==> src/rtl/id_ex_pkg.sv <==
// Shared definitions for the ID/EX pipeline stage: control-bundle layout and payload record.
package id_ex_pkg;

    localparam int unsigned WB_W = 2;
    localparam int unsigned M_W  = 3;
    localparam int unsigned EX_W = 4;

    localparam int unsigned EX_LSB = 0;
    localparam int unsigned M_LSB  = EX_LSB + EX_W;
    localparam int unsigned WB_LSB = M_LSB + M_W;

    localparam int unsigned EX_REGDST_BIT = 3;
    localparam int unsigned EX_ALUOP_LSB  = 1;
    localparam int unsigned EX_ALUOP_W    = 2;
    localparam int unsigned EX_ALUSRC_BIT = 0;

    localparam int unsigned PL_CTRL_W = WB_W + M_W + EX_W;
    localparam int unsigned PL_DATA_W = 32;
    localparam int unsigned PL_REG_W  = 5;
    localparam int unsigned PL_NREG   = 3;

    // Field order matches the flat vector packed by id_ex_pipe (ctrl in the MSBs).
    typedef struct packed {
        logic [PL_CTRL_W-1:0]          ctrl;
        logic [PL_DATA_W-1:0]          pc;
        logic [PL_DATA_W-1:0]          rs_data;
        logic [PL_DATA_W-1:0]          rt_data;
        logic [PL_DATA_W-1:0]          imm;
        logic [PL_NREG*PL_REG_W-1:0]   regs;
    } id_ex_payload_t;

    function automatic int unsigned payload_width(input int unsigned ctrl_w,
                                                  input int unsigned data_w,
                                                  input int unsigned reg_w,
                                                  input int unsigned nreg);
        return ctrl_w + 4 * data_w + nreg * reg_w;
    endfunction

endpackage

==> src/rtl/pipe_slot.sv <==
// One pipeline entry: valid bit plus payload register; clear wins over load, payload holds on clear.
module pipe_slot #(
    parameter int unsigned W = 8
) (
    input  logic         i_clk,
    input  logic         i_rst_n,
    input  logic         i_load,
    input  logic         i_clear,
    input  logic [W-1:0] i_data,
    output logic         o_valid,
    output logic [W-1:0] o_data
);

    logic         r_valid;
    logic [W-1:0] r_data;

    always_ff @(posedge i_clk or negedge i_rst_n) begin
        if (!i_rst_n) begin
            r_valid <= 1'b0;
            r_data  <= '0;
        end else if (i_clear) begin
            r_valid <= 1'b0;
        end else if (i_load) begin
            r_valid <= 1'b1;
            r_data  <= i_data;
        end
    end

    assign o_valid = r_valid;
    assign o_data  = r_data;

endmodule

==> src/rtl/id_ex_pipe.sv <==
// Handshaked ID/EX stage with flush-to-bubble, external stall and a saturating bubble counter.
// Define ID_EX_SKID_EN for a two-entry (skid) stage with a registered-path up_ready_o.
module id_ex_pipe
    import id_ex_pkg::*;
#(
    parameter int unsigned DATA_W = 32,
    parameter int unsigned REG_W  = 5,
    parameter int unsigned NREG   = 3,
    parameter int unsigned CTRL_W = 9,
    parameter int unsigned CNT_W  = 16
) (
    input  logic                   clk_i,
    input  logic                   rst_i,
    input  logic                   up_valid_i,
    output logic                   up_ready_o,
    input  logic                   stall_i,
    input  logic                   flush_i,
    input  logic [CTRL_W-1:0]      ctrl_i,
    input  logic [DATA_W-1:0]      pc_i,
    input  logic [DATA_W-1:0]      rs_data_i,
    input  logic [DATA_W-1:0]      rt_data_i,
    input  logic [DATA_W-1:0]      imm_i,
    input  logic [NREG*REG_W-1:0]  regs_i,
    output logic                   dn_valid_o,
    input  logic                   dn_ready_i,
    output logic [CTRL_W-1:0]      ctrl_o,
    output logic [DATA_W-1:0]      pc_o,
    output logic [DATA_W-1:0]      rs_data_o,
    output logic [DATA_W-1:0]      rt_data_o,
    output logic [DATA_W-1:0]      imm_o,
    output logic [NREG*REG_W-1:0]  regs_o,
    output logic [CNT_W-1:0]       bubble_cnt_o
);

    localparam int unsigned PAYLOAD_W = payload_width(CTRL_W, DATA_W, REG_W, NREG);

    logic [PAYLOAD_W-1:0] w_in_data;
    logic [PAYLOAD_W-1:0] w_main_din;
    logic [PAYLOAD_W-1:0] w_main_data;
    logic [CTRL_W-1:0]    w_main_ctrl;
    logic                 w_main_valid;
    logic                 w_main_load;
    logic                 w_main_clear;
    logic                 w_accept;
    logic                 w_issue;
    logic [CNT_W-1:0]     r_bubble_cnt;

    assign w_in_data = {ctrl_i, pc_i, rs_data_i, rt_data_i, imm_i, regs_i};
    assign w_accept  = up_valid_i & up_ready_o;
    assign w_issue   = w_main_valid & dn_ready_i;

`ifdef ID_EX_SKID_EN
    logic                 w_skid_valid;
    logic                 w_skid_load;
    logic                 w_skid_clear;
    logic [PAYLOAD_W-1:0] w_skid_data;

    // Ready depends only on stall and the registered skid occupancy.
    assign up_ready_o   = ~stall_i & ~w_skid_valid;

    // Skid refills main on issue; otherwise an accept lands in main if main frees up or is empty.
    assign w_main_load  = (w_issue & w_skid_valid) | (w_accept & (~w_main_valid | w_issue));
    assign w_main_din   = w_skid_valid ? w_skid_data : w_in_data;
    assign w_main_clear = flush_i | (w_issue & ~w_main_load);
    assign w_skid_load  = w_accept & w_main_valid & ~w_issue;
    assign w_skid_clear = flush_i | (w_issue & w_skid_valid);

    pipe_slot #(.W(PAYLOAD_W)) u_skid (
        .i_clk   (clk_i),
        .i_rst_n (rst_i),
        .i_load  (w_skid_load),
        .i_clear (w_skid_clear),
        .i_data  (w_in_data),
        .o_valid (w_skid_valid),
        .o_data  (w_skid_data)
    );
`else
    assign up_ready_o   = ~stall_i & (~w_main_valid | dn_ready_i);
    assign w_main_load  = w_accept;
    assign w_main_din   = w_in_data;
    assign w_main_clear = flush_i | (w_issue & ~w_accept);
`endif

    pipe_slot #(.W(PAYLOAD_W)) u_main (
        .i_clk   (clk_i),
        .i_rst_n (rst_i),
        .i_load  (w_main_load),
        .i_clear (w_main_clear),
        .i_data  (w_main_din),
        .o_valid (w_main_valid),
        .o_data  (w_main_data)
    );

    assign {w_main_ctrl, pc_o, rs_data_o, rt_data_o, imm_o, regs_o} = w_main_data;
    assign dn_valid_o = w_main_valid;
    // EX must never see stale control on a bubble.
    assign ctrl_o     = w_main_valid ? w_main_ctrl : '0;

    always_ff @(posedge clk_i or negedge rst_i) begin
        if (!rst_i) begin
            r_bubble_cnt <= '0;
        end else if (dn_ready_i && !w_main_valid && !(&r_bubble_cnt)) begin
            r_bubble_cnt <= r_bubble_cnt + CNT_W'(1);
        end
    end

    assign bubble_cnt_o = r_bubble_cnt;

endmodule

==> config.mk <==
export PLATFORM = sky130hd
export DESIGN_NAME = id_ex_pipe
export DESIGN_NICKNAME = d
export VERILOG_FILES = /design/src/rtl/id_ex_pkg.sv /design/src/rtl/pipe_slot.sv /design/src/rtl/id_ex_pipe.sv
export SDC_FILE = /design/constraint.sdc
export NUM_CORES = 1
export LEC_CHECK = 0
export ABC_CLOCK_PERIOD_IN_PS = 4650
export BUFFER_PORTS_ARGS = -buffer_cell sky130_fd_sc_hd__buf_2
export CORE_AREA = 2 2 128 130
export DETAILED_ROUTE_END_ITERATION = 6
export DIE_AREA = 0 0 130 132
export PLACE_DENSITY_LB_ADDON = 0.3
export SYNTH_ARGS = -nofsm -noshare
export SYNTH_HDL_FRONTEND = slang
export SYNTH_HIERARCHICAL = 1
export SYNTH_SLANG_ARGS = --single-unit
==> constraint.sdc <==
create_clock -name clk_i -period 4.65 [get_ports clk_i]
set_input_delay 0.2325 -clock clk_i [delete_from_list [all_inputs] [get_ports clk_i]]
set_output_delay 0.2325 -clock clk_i [all_outputs]
set_load 0.02 [all_outputs]
== Word level (Yosys, flattened, before mapping) ==
Cells that the tools add are included.
W data, S select, Z words.

* Bits in registers: 169
* Input port bits: 158
* Output and inout port bits: 170
* Word-level logic and storage cells: 24

* $add $sub $neg: 1
* Muxes and demuxes: 3
* Bitwise logic cells: 10
* Reduce and logical (&&, ||, !) cells: 7

{| class="wikitable"
|+ Operator list
! kind !! number
|-
| $add A16 B1 Y16 const B || 1
|-
| $reduce_and A16 Y1 || 1
|-
| $mux W9 || 1
|-
| $and A1 B1 Y1 || 4
|-
| $not A1 Y1 || 4
|-
| $logic_and A1 B1 Y1 || 2
|-
| $logic_not A1 Y1 || 2
|-
| $mux W1 || 2
|-
| $or A1 B1 Y1 || 2
|-
| $reduce_and A2 Y1 || 1
|-
| $reduce_bool A2 Y1 || 1
|}

== Longest topological paths before layout ==
Gate-level depths: netlist (run 1).

* Word-level depth: 9
* Gate-level depth with buffers: 9
* Mapped depth without buffers: 6

== Modules after synthesis ==
Netlist (run 1), hierarchy kept.

{| class="wikitable"
|+ Modules (own cells, without submodules)
! module !! instances !! cells an instance !! area an instance (µm²) !! sequential area each (µm²)
|-
| pipe_slot || 1 || 325 || 6040.8 || 3828.7
|-
| id_ex_pipe || 1 || 89 || 893.4 || 400.4
|}

== Worst setup path before layout (run 1) ==
OpenSTA, ideal clock, no wires.

* Kind: register to register
* Start point: reg u_main.r_valid (netlist: u_main/o_valid)
* End point: reg u_main.r_data[100] (netlist: u_main/o_data[100])
* Library setup time: 0.125 ns
* Data arrival time: 2.044 ns
* Data required time: 4.525 ns
* Setup slack: 2.481 ns
* Stages on the path, launching flop included: 9
* Buffers on the path: 3
* Clock period less this slack: 2.169 ns
* Path through: dfrtp_1 a21oi_1 and2_1 o21bai_1 nor2b_1 buf_6 buf_12 buf_8 mux2_4

* Longest elaborated chain between the ends: 9
* Elaborated cells between the ends (all ways): 10
* Classes of those cells: bitwise: 9; reduce/logical: 1

{| class="wikitable"
|+ Ends and longest elaborated chain
! item !! line !! source
|-
| start, declared || pipe_slot.sv:14 || <nowiki>logic r_valid;</nowiki>
|-
| start signal, assigned || pipe_slot.sv:19 || <nowiki>r_valid <= 1'b0;</nowiki>
|-
| start signal, assigned || pipe_slot.sv:22 || <nowiki>r_valid <= 1'b0;</nowiki>
|-
| start signal, assigned || pipe_slot.sv:24 || <nowiki>r_valid <= 1'b1;</nowiki>
|-
| $not A1 Y1 || id_ex_pipe.sv:78 || <nowiki>assign up_ready_o = ~stall_i & (~w_main_valid | dn_ready_i);</nowiki>
|-
| $or A1 B1 Y1 || id_ex_pipe.sv:78 ||
|-
| $and A1 B1 Y1 || id_ex_pipe.sv:78 ||
|-
| named net up_ready_o || id_ex_pipe.sv:15 || <nowiki>output logic up_ready_o,</nowiki>
|-
| $and A1 B1 Y1 || id_ex_pipe.sv:49 || <nowiki>assign w_accept = up_valid_i & up_ready_o;</nowiki>
|-
| named net w_accept || id_ex_pipe.sv:44 || <nowiki>logic w_accept;</nowiki>
|-
| $not A1 Y1 || id_ex_pipe.sv:81 || <nowiki>assign w_main_clear = flush_i | (w_issue & ~w_accept);</nowiki>
|-
| $and A1 B1 Y1 || id_ex_pipe.sv:81 ||
|-
| $or A1 B1 Y1 || id_ex_pipe.sv:81 ||
|-
| named net w_main_clear || id_ex_pipe.sv:43 || <nowiki>logic w_main_clear;</nowiki>
|-
| $not A1 Y1 (no source line) || - ||
|-
| $reduce_and A2 Y1 (no source line) || - ||
|-
| end signal, assigned || pipe_slot.sv:25 || <nowiki>r_data <= i_data;</nowiki>
|-
| end, declared || pipe_slot.sv:15 || <nowiki>logic [W-1:0] r_data;</nowiki>
|}

The timed path passes the listed nets, and every way through them passes these cells.
A chain may end at the register's enable or synchronous reset.

== Worst setup path after layout (run 1) ==
* Start point: reg u_main.r_valid (netlist: u_main/o_valid)
* End point: reg u_main.r_data[29] (netlist: u_main/o_data[29])

* Longest elaborated chain between the ends: 9
* Elaborated cells between the ends (all ways): 10
* Classes of those cells: bitwise: 9; reduce/logical: 1

{| class="wikitable"
|+ Ends and longest elaborated chain
! item !! line
|-
| $not A1 Y1 || id_ex_pipe.sv:78
|-
| $or A1 B1 Y1 || id_ex_pipe.sv:78
|-
| $and A1 B1 Y1 || id_ex_pipe.sv:78
|-
| $and A1 B1 Y1 || id_ex_pipe.sv:49
|-
| named net w_accept || id_ex_pipe.sv:44
|-
| $not A1 Y1 || id_ex_pipe.sv:81
|-
| $and A1 B1 Y1 || id_ex_pipe.sv:81
|-
| $or A1 B1 Y1 || id_ex_pipe.sv:81
|-
| named net w_main_clear || id_ex_pipe.sv:43
|-
| $not A1 Y1 (no source line) || -
|-
| $reduce_and A2 Y1 (no source line) || -
|}

The timed path passes the listed nets, and every way through them passes these cells.

==> metrics.txt, run 1 <==
Initial Utilization 0.441; number of sinks handled by clock tree synthesis 169; origin of the worst min-delay path imm_i[23]; Antenna Nets Post-Route 0; first drt pass iteration count 5; Pwr Total 4.82 mW; count of placed standard cells including taps 942; final routed wire length divided by cell count 17.5 um; setup TNS 0 ps; cell type contributing the most total cell area after synthesis sky130_fd_sc_hd__dfrtp_1; reg2reg setup slack 2410 ps; actual slew at the worst max-slew pin 676 ps; chain of cells forming the critical path a21oi_1, and2_1, o21bai_1, nor2b_4, buf_12, mux2_2; clock transition at the register clock pins on the worst setup and hold paths after CTS 70 ps; buffer levels on the longest clock path 2; maximum fanout along the worst path 87; worst-case vdd ir drop 302 uV; post-route standard cell area excluding fillers 9320 um2; endpoint with the worst hold slack u_main/o_data[38]; worst hold path class in2reg; WP data arrival 2540 ps; antenna diode count 0; setup repair after global routing missed its margin no; area overhead of the layout relative to synthesis 34.4%; Placed Area 8720 um2; ratio of total power to cell area 517 nW/um2; worst slew slack as a fraction of its limit 0.550; cts bufs inserted 17; overflow left after global routing 0; number of design rule violations left after detail routing 0; synthesized area 6930 um2; die extent in x 130 um; Total Die Area 17,200 um2; CP top delay family flip-flops; Yosys Warn Count 6; number of distinct standard cells referenced by the synthesized netlist 32; number of I/O port buffers 327; buffers inserted by post-CTS timing repair 0; result of the run complete, no violations; final worst path period share 0.481; overall via count from detail_route 4,637; crit-path max cell delay 530 ps; instance count of the mapped netlist 414; setup clock skew after layout 9.52 ps; Crit-path slowest cell sky130_fd_sc_hd__dfrtp_1; final setup vio count 0; 1st-iter DRT viols 151; global-route wire length before repair 26,500 um; Cell Count, Final, Fillers Out 973; Crit path required time 4950 ps; number of instances on the worst hold path 2; total length of routed wires 17,000 um; buffers and inverters on the worst path 1; fraction of layout cells with a size suffix above 1 0.684; placement row count 46; leakage 4.72 nW; H-tree lvl count 4; placer's final routability congestion estimate 0.776; Yosys top cell area share 0.610; Min Clock Period, post-route 2240 ps; category of the worst setup path launch point flip-flop; clock root cell sky130_fd_sc_hd__clkbuf_16; Post-Synthesis Mean Instance Area 16.7 um2; CTS tree yes; vias in the first global route 4,885; Worst Setup Path Type reg2reg; kind of capture point of the worst setup path flip-flop; logic depth of the worst register-to-register path 6; achievable clock frequency 0.447 GHz; overall die height 132 um; count of max-cap constraint violations 0; flip-flop and latch count after synthesis 169; post-synth net total 573; Worst-Skew Late Latency 420 ps; DP Worst Slack 2410 ps; final hold vios 0; top cells by area in the synthesized netlist sky130_fd_sc_hd__dfrtp_1 61%, sky130_fd_sc_hd__mux2_4 18%, sky130_fd_sc_hd__mux2_2 12%; pin count of the biggest net entering global routing 88; final hold slack 43.2 ps; routed vias/inst 4.77; fraction of the core area covered by cells at the end of the flow 0.593; R2R Path End u_main/o_data[29]; sequential-to-total area share from yosys stat 0.610; GR Util All Layers 0.200; number of pins with negative max-slew slack in the final report 0; core area 15,700 um2; Final nets 905; number of antenna violations at the first check in global routing 0; placed wire-length estimate after detailed placement 12,600 um; I/O pin total 328; post-route worst setup slack 2410 ps; origin of the critical flop-to-flop path u_main/o_valid
==> kinds of logic after synthesis <==
group | Yosys count | share of synthesized area
AO/OA/AOI/OAI | 3 | 0.00307
AND/OR/NAND/NOR | 51 | 0.0444
XOR/XNOR | 15 | 0.0189
adder cells (fa/ha/maj) | 1 | 0.00180
flip-flops | 169 | 0.610
buffers and inverters | 22 | 0.0296
multiplexers | 153 | 0.292
==> area by class of cell <==
type / count / area (um2)
clock buffer: 17 / 425
sequential: 169 / 4230
timing repair buffer: 332 / 1710
clock inverter: 13 / 170
fill: 1255 / 6390
inverter: 3 / 11.3
tap: 216 / 270
multi-input combinational: 223 / 2510
==> cell usage after synthesis, drive strengths merged <==
master,number
a21oi,1
and2,10
and3,1
and4,1
buf,17
clkbuf,2
dfrtp,169
ha,1
inv,3
mux2,153
nand2,6
nand2b,1
nand3,5
nand4,5
nor2,8
nor2b,2
nor3,3
nor3b,1
nor4,6
nor4b,1
nor4bb,1
o21bai,1
o311ai,1
xnor2,3
xor2,12
==> placed cells by master, fill, tap and decap left out, drive strengths merged, types with 2 or more instances in the layout <==
cell type    n
clkinvlp     3
mux2       153
xor2        12
clkbuf      17
nor2         8
bufinv       3
dfrtp      169
clkinv       3
nor3         3
nor4         6
inv          7
nand3        5
nand4        5
nand2        6
xnor2        3
buf        331
and2        10
nor2b        2
==> how the worst max path moves through the flow <==
stage,from,to,slack (ps),cells after the start
final,u_main/o_valid,u_main/o_data[29],2410,6
after global routing,u_main/o_valid,u_main/o_data[34],2230,6
after CTS,u_main/o_valid,u_main/o_data[52],2400,6
after detailed placement,u_main/o_valid,u_main/o_data[52],2410,6
after global placement,u_main/o_valid,u_main/o_data[13],2470,6
after floorplan,u_main/o_valid,u_main/o_data[100],2480,8
==> layer usage <==
metal	vias to the layer above	part of all wire	track usage
met5	-	0	0
met1	2268	0.39	0.229
met2	216	0.51	0.338
li1	2119	-	-
met4	0	0.029	0.0765
met3	34	0.078	0.0726
==> where the power goes <==
group | internal, mW | total [mW] | switching (mW)
Combinational | 0.623 | 1.38 | 0.756
Sequential | 1.80 | 2.01 | 0.210
Clock | 0.847 | 1.43 | 0.583
Total | 3.27 | 4.82 | 1.55
==> state kept, by name (all words and copies together), names as in the netlist <==
register and flops:
bubble_cnt_o 16, u_main/o_valid 1, u_main/o_data 152
==> repair_timing <==
item                      CTS  global route
hold endpoints to repair   72             0
hold buffers                1             0
gates resized for setup     0             0
No activity file was read; power rests on OpenSTA's default activity.
==> run 2, diff against run 1 <==
--- a/config.mk
+++ b/config.mk
@@ -5,11 +5,12 @@
 export SDC_FILE = /design/constraint.sdc
 export NUM_CORES = 1
 export LEC_CHECK = 0
-export ABC_CLOCK_PERIOD_IN_PS = 4650
+export ABC_CLOCK_PERIOD_IN_PS = 2100
 export BUFFER_PORTS_ARGS = -buffer_cell sky130_fd_sc_hd__buf_2
-export CORE_AREA = 2 2 128 130
+export CORE_ASPECT_RATIO = 0.9
+export CORE_MARGIN = 2
+export CORE_UTILIZATION = 47
 export DETAILED_ROUTE_END_ITERATION = 6
-export DIE_AREA = 0 0 130 132
 export PLACE_DENSITY_LB_ADDON = 0.3
 export SYNTH_ARGS = -nofsm -noshare
 export SYNTH_HDL_FRONTEND = slang
==> constraint.sdc (replaced) <==
create_clock -name clk_i -period 2.1 [get_ports clk_i]
set_input_delay 0.105 -clock clk_i [delete_from_list [all_inputs] [get_ports clk_i]]
set_output_delay 0.105 -clock clk_i [all_outputs]
set_load 0.02 [all_outputs]
==> metrics.txt, run 2 (synthesized netlist as in run 1, its figures left out) <==
result of the run complete, no violations; overall die height 119 um; worst-case vdd ir drop 643 uV; final setup vio count 0; buffers inserted by post-CTS timing repair 0; placement row count 42; worst slew slack as a fraction of its limit 0.604; die extent in x 132 um; ratio of total power to cell area 995 nW/um2; clock root cell sky130_fd_sc_hd__clkbuf_16; GR Util All Layers 0.272; total length of routed wires 20,900 um; R2R Path End u_main/o_data[151]; H-tree lvl count 4; fraction of layout cells with a size suffix above 1 0.575; Crit-path slowest cell sky130_fd_sc_hd__dfrtp_1; WP data arrival 2250 ps; origin of the critical flop-to-flop path u_main/o_valid; area overhead of the layout relative to synthesis 57.7%; setup TNS 0 ps; number of flip-flops in the largest register 152; CP top delay family buffers and inverters; Pwr Total 10.9 mW; I/O pin total 328; Initial Utilization 0.476; category of the worst setup path launch point flip-flop; final hold slack 43.4 ps; setup clock skew after layout 12.0 ps; overflow left after global routing 0; kind of capture point of the worst setup path flip-flop; first drt pass iteration count 4; Total Die Area 15,700 um2; combined area of the multi-input logic cells 2510 um2; placer's final routability congestion estimate 0.811; Crit path required time 2390 ps; final routed wire length divided by cell count 18.7 um; vias in the first global route 6,116; final hold vios 0; number of sinks handled by clock tree synthesis 169; number of design rule violations left after detail routing 0; most common cell type on the critical path sky130_fd_sc_hd__buf_12; CTS tree yes; commonest non-fill, non-tap cell in the layout sky130_fd_sc_hd__buf_2; antenna diode count 0; Final nets 1,068; logic depth of the worst register-to-register path 7; achievable clock frequency 0.510 GHz; Worst Setup Path Type reg2reg; placed wire-length estimate after detailed placement 12,300 um; setup repair after global routing missed its margin no; 1st-iter DRT viols 236; leakage 5.42 nW; number of antenna violations at the first check in global routing 0; Placed Area 8840 um2; count of max-cap constraint violations 0; origin of the worst min-delay path flush_i; reg2reg setup slack 140 ps; worst hold path class in2reg; commonest non-fill, non-tap cells in the layout 326 x sky130_fd_sc_hd__buf_2, 169 x sky130_fd_sc_hd__dfrtp_1, 153 x sky130_fd_sc_hd__dlygate4sd3_1, 81 x sky130_fd_sc_hd__mux2_4, 72 x sky130_fd_sc_hd__mux2_2; Min Clock Period, post-route 1960 ps; routed vias/inst 4.88; final worst path period share 0.935; pin count of the biggest net entering global routing 61; number of I/O port buffers 327; endpoint with the worst hold slack u_main/o_valid; filler cell count 863; fraction of the core area covered by cells at the end of the flow 0.751; post-route standard cell area excluding fillers 10,900 um2; storage element area 4230 um2; global-route wire length before repair 33,000 um; Worst-Skew Late Latency 410 ps; buffer levels on the longest clock path 2; overall via count from detail_route 5,466; chain of cells forming the critical path a21oi_2, and2_1, o21bai_1, nor2b_4, buf_12, buf_12, mux2_2; number of instances on the worst hold path 3; number of pins with negative max-slew slack in the final report 0; buffers and inverters on the worst path 2; core area 14,600 um2; clock transition at the register clock pins on the worst setup and hold paths after CTS 70 ps; actual slew at the worst max-slew pin 594 ps; Antenna Nets Post-Route 0; cts bufs inserted 17; crit-path max cell delay 390 ps; maximum fanout along the worst path 35
==> run 2: changes by cell type in the layout (fill, tap and decap cells not counted) <==
cell                            change
sky130_fd_sc_hd__dlygate4sd3_1    +152
sky130_fd_sc_hd__buf_4              +6
sky130_fd_sc_hd__buf_12             +5
sky130_fd_sc_hd__bufinv_16          -2
sky130_fd_sc_hd__clkbuf_1           +2
sky130_fd_sc_hd__clkinv_2           +2
sky130_fd_sc_hd__clkinv_4           -2
sky130_fd_sc_hd__a21oi_1            -1
sky130_fd_sc_hd__a21oi_2            +1
sky130_fd_sc_hd__clkbuf_8           +1
sky130_fd_sc_hd__inv_8              +1
==> run 2: worst min-delay path, cell delays in order <==
cell and delay [ps]:
sky130_fd_sc_hd__buf_2 80, sky130_fd_sc_hd__o21bai_1 160, sky130_fd_sc_hd__nor2_1 70
==> run 2: power breakdown <==
group | internal [mW] | switching [mW]
Sequential | 3.99 | 0.517
Combinational | 1.59 | 1.78
Clock | 1.68 | 1.32
==> run 2: through the flow <==
| step | cells | worst slack [ps] |
|---|---|---|
| final | 1120 | 137 |
| after global routing | 1120 | 39.3 |
| after CTS | 1120 | 161 |
| after detailed placement | 935 | 176 |
| after global placement | 935 | 207 |
| after floorplan | 414 | 61.2 |
==> run 2: layout make-up <==
cell class                      count  area share
Multi-Input combinational cell    223       0.230
Clock inverter                     12      0.0104
Tap cell                          198      0.0227
Clock buffer                       20      0.0409
Inverter                            3     0.00103
Sequential cell                   169       0.387
Timing Repair Buffer              495       0.309
==> run 2: per-layer routing <==
metal  vias up  global-route usage  wire (um)  part of all wire
met4         0               0.122        686             0.033
met2       242               0.481      11100              0.53
met3        56              0.0736       1320             0.063
met1      2719               0.309       7830              0.37
li1       2449                   -          -                 -
met5         -                   0          0                 0
==> run 2: timing repair <==
item | 4_1_cts | 5_1_grt
gates resized for setup | 0 | 0
hold buffers | 153 | 0
endpoints found under the hold margin | 207 | 0
==> run 2: how the worst max path moves through the flow <==
stage,depth (start not counted),end,startpoint
3_5_place_dp,7,u_main/o_data[151],u_main/o_valid
3_3_place_gp,7,u_main/o_data[151],u_main/o_valid
6_report,7,u_main/o_data[151],u_main/o_valid
5_1_grt,7,u_main/o_data[151],u_main/o_valid
4_1_cts,7,u_main/o_data[151],u_main/o_valid
2_1_floorplan,8,u_main/o_data[100],u_main/o_valid
